[src/rtl/fetch_pkg.sv]
// Shared encodings for the fetch controller: FSM states, PC source selects and counter width.
package fetch_pkg;

  localparam int CNT_W = 16;

  typedef enum logic [2:0] {
    ST_IDLE = 3'd0,
    ST_BOOT = 3'd1,
    ST_RUN  = 3'd2,
    ST_HALT = 3'd3
  } state_t;

  localparam logic [1:0] SEL_INIT   = 2'b00;
  localparam logic [1:0] SEL_NEXT   = 2'b01;
  localparam logic [1:0] SEL_BRANCH = 2'b10;
  localparam logic [1:0] SEL_ZERO   = 2'b11;

endpackage

[src/rtl/fetch_ctrl_event_counter.sv]
// Free-running wrap-around event counter with increment enable and async reset.
module event_counter
  import fetch_pkg::*;
#(
  parameter int W = CNT_W
) (
  input  logic         clk,
  input  logic         reset,
  input  logic         inc,
  output logic [W-1:0] count
);

  always_ff @(posedge clk or posedge reset) begin
    if (reset) begin
      count <= '0;
    end else if (inc) begin
      count <= count + 1'b1;
    end
  end

endmodule

[src/rtl/fetch_ctrl.sv]
// Fetch-stage controller: picks the PC source, gates the PC load and qualifies the fetched instruction.
module fetch_ctrl
  import fetch_pkg::*;
(
  input  logic             clk,
  input  logic             reset,
  input  logic             start,
  input  logic             stall,
  input  logic             branch_req,
  input  logic             trap_req,
  input  logic             halt,
  output logic [1:0]       sel_pc,
  output logic             enable_pc,
  output logic             inst_valid,
  output logic [2:0]       state,
  output logic [CNT_W-1:0] fetch_count,
  output logic [CNT_W-1:0] redirect_count
);

  // inst_valid/stall form a valid/ready pair toward decode: an instruction is
  // accepted on a cycle where inst_valid=1 and stall=0; inst_valid never depends on stall.
  state_t state_q, state_d;
  logic   redirect;

  always_ff @(posedge clk or posedge reset) begin
    if (reset) begin
      state_q <= ST_IDLE;
    end else begin
      state_q <= state_d;
    end
  end

  always_comb begin
    state_d    = ST_IDLE;
    sel_pc     = SEL_INIT;
    enable_pc  = 1'b0;
    inst_valid = 1'b0;
    redirect   = 1'b0;
    case (state_q)
      ST_IDLE: begin
        state_d = start ? ST_BOOT : ST_IDLE;
      end
      ST_BOOT: begin
        enable_pc = 1'b1;
        state_d   = ST_RUN;
      end
      ST_RUN: begin
        state_d = ST_RUN;
        // Redirects win over stall: the PC loads and the current word is squashed.
        if (trap_req) begin
          sel_pc    = SEL_ZERO;
          enable_pc = 1'b1;
          redirect  = 1'b1;
        end else if (branch_req) begin
          sel_pc    = SEL_BRANCH;
          enable_pc = 1'b1;
          redirect  = 1'b1;
        end else if (halt) begin
          sel_pc  = SEL_NEXT;
          state_d = ST_HALT;
        end else begin
          sel_pc     = SEL_NEXT;
          inst_valid = 1'b1;
          enable_pc  = ~stall;
        end
      end
      ST_HALT: begin
        sel_pc  = SEL_NEXT;
        state_d = ST_HALT;
        if (trap_req) begin
          sel_pc    = SEL_ZERO;
          enable_pc = 1'b1;
          redirect  = 1'b1;
          state_d   = ST_RUN;
        end else if (start) begin
          state_d = ST_RUN;
        end
      end
      default: state_d = ST_IDLE;
    endcase
  end

  assign state = state_q;

  event_counter #(.W(CNT_W)) u_fetch_cnt (
    .clk   (clk),
    .reset (reset),
    .inc   (inst_valid & ~stall),
    .count (fetch_count)
  );

  event_counter #(.W(CNT_W)) u_redirect_cnt (
    .clk   (clk),
    .reset (reset),
    .inc   (redirect),
    .count (redirect_count)
  );

endmodule

[config.mk]
export PLATFORM = sky130hd
export DESIGN_NAME = fetch_ctrl
export DESIGN_NICKNAME = d
export VERILOG_FILES = /design/src/rtl/fetch_pkg.sv /design/src/rtl/fetch_ctrl_event_counter.sv /design/src/rtl/fetch_ctrl.sv
export SDC_FILE = /design/constraint.sdc
export NUM_CORES = 1
export LEC_CHECK = 0
export CAP_MARGIN = 20
export CORE_UTILIZATION = 47
export DETAILED_ROUTE_END_ITERATION = 12
export PLACE_DENSITY = 0.84
export SLEW_MARGIN = 20
export SYNTH_ARGS = -nofsm -noshare
export SYNTH_HDL_FRONTEND = slang
export SYNTH_SLANG_ARGS = --single-unit
[constraint.sdc]
create_clock -name clk -period 2.05 [get_ports clk]
set_clock_uncertainty 0.05 [all_clocks]
set_input_delay 0.205 -clock clk [delete_from_list [all_inputs] [get_ports clk]]
set_output_delay 0.205 -clock clk [all_outputs]
set_load 0.005 [all_outputs]
======== Word level (Yosys, flattened, before mapping) ========
Index checks and enable logic that the tools add are counted.
W data, S select, Z words.
word-level totals
  register bits ........................... 35
  input port bits ......................... 7
  output and inout port bits .............. 39
  word-level logic and storage cells ...... 34
cells by class
  add/subtract/negate cells ............... 2
  equal/unequal tests ..................... 3
  multiplexer cells ....................... 23
  bitwise logic cells ..................... 2
  reduce and logical (&&, ||, !) cells .... 1
operators by type and width
  operator                 number
  $add A16 B1 Y16 const B  2
  $mux W1                  16
  $pmux W2 S4              1
  $eq A3 B2 Y1 const B     2
  $mux W2                  3
  $pmux W2 S2              1
  $eq A3 B1 Y1 const B     1
  $logic_not A3 Y1         1
  $pmux W1 S3              1
  $pmux W1 S2              1
  $and A1 B1 Y1            1
  $not A1 Y1               1

======== Longest topological paths before layout ========
  depth in word-level cells ............... 5
  depth in mapped cells ................... 5
  gate-level depth less buffers ........... 5

======== Modules after synthesis ========
A second synthesis with hierarchy kept.
unflattened totals
  cell total of the unflattened synthesis .. 138
  area total of the unflattened synthesis .. 1,615.3 um^2
modules (own cells, without submodules)
  module         instances  cells an instance  area an instance (um^2)  sequential area each (um^2)
  event_counter  2          57                 710.7                    400.4
  fetch_ctrl     1          24                 193.9                    50.0

======== Worst setup path before layout ========
No wires, ideal clock.
  path kind ............................... flip-flop to flip-flop
  start point ............................. register state_q[1], in the netlist state[1]
  end point ............................... register u_fetch_cnt.count[11]
  library setup time ...................... 0.125 ns
  data arrival time ....................... 1.348 ns
  required time ........................... 1.875 ns
  setup slack ............................. 0.527 ns
  stages on the path, launching flop included .. 6
  buffers on the path ..................... 1
  clock period less this slack ............ 1.523 ns
  cell sequence ........................... dfrtp_1 > buf_2 > nor4b_4 > nand4_4 > nand2b_1 > xnor2_1
between the ends
  longest elaborated chain between the ends .. 3
ends and longest elaborated chain
  element                 line                            source
  start, declared         fetch_ctrl.sv:22                state_t state_q, state_d;
  start signal, assigned  fetch_ctrl.sv:29                state_q <= state_d;
  $eq A3 B2 Y1            fetch_ctrl.sv:39                case (state_q)
  $mux W1                 fetch_ctrl.sv:39
  $and A1 B1 Y1           fetch_ctrl.sv:88                .inc (inst_valid & ~stall),
  end signal, assigned    fetch_ctrl_event_counter.sv:17  count <= count + 1'b1;
  end, declared           fetch_ctrl_event_counter.sv:10  output logic [W-1:0] count
No other way between the ends.
A chain may end at the register's enable or synchronous reset.

======== Worst setup path after layout ========
  start point ............................. register state_q[0], in the netlist state[0]
  end point ............................... output port enable_pc
between the ends
  longest elaborated chain between the ends .. 2
  elaborated cells between the ends (all ways) .. 4
  classes of those cells .................. eq/ne: 3; mux: 1
ends and longest elaborated chain
  element                                       line              source
  $eq A3 B2 Y1 or $eq A3 B1 Y1 (tied branches)  fetch_ctrl.sv:39
  $pmux W1 S3 *                                 fetch_ctrl.sv:39
  end, declared                                 fetch_ctrl.sv:13  output logic enable_pc,
Every way passes the cells marked *; elsewhere a longest branch is shown, timed or not.

==> summary.md <==
| Metric | Value |
|---|---|
| Post-CTS sizing | 0 |
| Post-synthesis sequential area ratio | 0.525 |
| Core area | 3150 um2 |
| Setup Buffers After CTS | 0 |
| RSZ-0062 raised after global routing | no |
| Setup TNS | 0 ns |
| Synth cell types | 32 |
| Drt drc | 0 |
| DP Area | 2140 um2 |
| Syn Area/Cell | 11.2 um2 |
| First-pass GRT wire length | 5.55 mm |
| Overall global routing resource usage | 0.211 |
| Cell Count, Final, Fillers Out | 242 |
| Tot Pwr | 1.74 mW |
| Hold Crit Class | input port to asynchronous set/reset pin |
| Kind of critical path | register to primary output |
| Remaining Overflow, GRT | 0 |
| NumNets Final | 208 |
| Port Buffers | 44 |
| Die area | 3690 um2 |
| Root Driver | clkbuf_4 |
| # IOs | 46 |
| Total Wirelength | 3.35 mm |
| Clock sink total | 34 |
| Pin count of the biggest net entering global routing | 35 |
| DIE HEIGHT | 60.7 um |
| Period utilization | 0.956 |
| Pre-CTS WS | 0.124 ns |
| Clock buffer depth | 2 |
| Hold Worst Slack | 0.215 ns |
| Share of cells above drive strength 1 | 0.0960 |
| Placer Congestion | 0.842 |
| Synth Instances | 145 |
| FF-to-FF End | u_fetch_cnt.count[11]$_DFFE_PP0P_ |
| Post-synth EDFFs | 0 |
| Total CTS buffers | 5 |
| Min Tclk post-route | 1.96 ns |
| Leak | 0.995 nW |
| 1st-iter DRT viols | 39 |
| Syn Nets | 154 |
| Cell area after synthesis | 1620 um2 |
| Peak supply drop | 0.768 mV |
| Hold Vio Cnt, Final | 0 |
| TritonCTS clock tree | built |
| Area of the multi-input gates | 723 um2 |
| Clock transition at path regs | 0.09 ns |
| Fraction of registers with async set/reset | 1.00 |
| DPL Wire Length | 2.53 mm |
| YS warnings | 0 |
| Setup slack, reg-to-reg | 0.46 ns |
| Synth top area cells | dfrtp_1 52%, xnor2_1 8.6%, xor2_1 7.6% |
| Cell count after placement | 236 |
| PnR worst setup slack | 0.0909 ns |
| Row count | 20 |
| Final setup viols | 0 |
| FF-to-FF path depth | 4 |
| Status | completed |
| Vias in the first global route | 1,205 |
| Fin area | 2200 um2 |
| Max Freq | 510 MHz |
| Post-synth top area share | 0.525 |
| Ant diodes | 0 |
| Synth-to-Final Area Change | 35.4% |
| Count leader, synth | dfrtp_1 |
| Synth area leader | dfrtp_1 |
| CTS H-tree depth | 2 |
| R2R Path Start | state[1]$_DFF_PP0_ |
| Post-CTS Hold Buffers | 0 |
| Worst Setup EP | enable_pc |
| Post-synth top cells | 34 x dfrtp_1, 16 x xnor2_1, 14 x xor2_1, 13 x nor2_1, 9 x nand3_1 |
| Worst-path maximum fanout | 8 |
| Routed vias/inst | 5.10 |
| Fillers | 265 |
| Via count | 1,234 |
| Worst-Skew Late Latency | 0.33 ns |
| Worst Path Arrival | 1.70 ns |
| Post-synthesis register bit count | 34 |
| Initial antenna violation count | 0 |
| Wirelength per Cell | 13.8 um |
| Post-route ant nets | 0 |
| Crit. Startpoint | state[0]$_DFF_PP0_ |
| Storage element area | 851 um2 |
| Die Wd | 60.7 um |
| Initial Utilization | 0.514 |
| 1st-pass router iterations | 4 |
| CP Data Required Time | 1.79 ns |
| Worst setup EP type | primary output |
| Nature of the critical path startpoint | register |
| PD cells | 792 nW/um2 |
| Final core utilization | 0.696 |
| Slew Limit Fails | 0 |
| Max-Cap Viols | 0 |
| Most used DFF post-synth | dfrtp_1 |
## critical path: stages (launching register included)
cell             delay, ns
dfrtp_1               0.48
o21bai_1              0.20
a31oi_1               0.17
clkdlybuf4s50_1       0.53
## sequential cells by signal, summed over array words and instances (netlist names)
name / count
state: 2
u_fetch_cnt.count: 16
u_redirect_cnt.count: 16
## final cells by class
class	instances	share of cell area
multi-input combinational	101	0.329
timing repair buffer	51	0.225
sequential	34	0.387
tap	44	0.0251
clock buffer	6	0.0234
inverter	6	0.0103
## layout by cell type (no fill, tap or decap), types with 2 or more instances in the layout
cell             netlist  final
nor3b_1                3      3
xor2_1                14     14
nand3_1                9      9
buf_4                  2      7
nand4_1                7      7
nor3_1                 2      2
dfrtp_1               34     34
inv_1                  6      6
nand2_1                8      8
clkbuf_4               0      5
nor2_1                13     13
mux2_2                 2      2
and4_1                 5      5
xnor2_1               16     16
ha_1                   2      2
nor2b_1                2      2
and3_1                 3      3
clkdlybuf4s50_1        0     44
## where the power goes
group,internal [mW],switching (mW)
clock,0.154,0.202
sequential,0.769,0.139
combinational,0.308,0.167
## per-layer routing
layer,global-route usage,up-vias,routed length (um)
met5,0,-,0
met4,0.107,0,80
met3,0.0426,11,165
met2,0.350,42,1630
met1,0.261,581,1470
li1,-,600,-
## how the worst min path moves through the flow
stage | endpoint | startpoint | slack [ns] | depth (start not counted)
after floorplan | state[0]$_DFF_PP0_ | trap_req | 0.25 | 1
after global placement | u_fetch_cnt.count[15]$_DFFE_PP0P_ | u_fetch_cnt.count[15]$_DFFE_PP0P_ | 0.40 | 1
after detailed placement | u_fetch_cnt.count[15]$_DFFE_PP0P_ | u_fetch_cnt.count[15]$_DFFE_PP0P_ | 0.41 | 1
after CTS | u_fetch_cnt.count[15]$_DFFE_PP0P_ | reset | 0.22 | 3
after global routing | u_fetch_cnt.count[15]$_DFFE_PP0P_ | reset | 0.25 | 3
final | u_fetch_cnt.count[6]$_DFFE_PP0P_ | reset | 0.21 | 3
## cells by family (layout without fill, tap and decap cells)
group                      after synthesis  after routing  share of synthesized area
AOI/OAI and AO/OA                        9              9                     0.0370
xor gates and xnor gates                30             30                      0.162
adders and majority gates                2              2                     0.0154
buffers and inverters                   10             63                     0.0293
DFF                                     34             34                      0.525
muxes                                    2              2                     0.0139
other                                    1              1                    0.00231
and+or+nand+nor                         57             57                      0.215
Note: power is estimated with default switching activity, not from simulation.
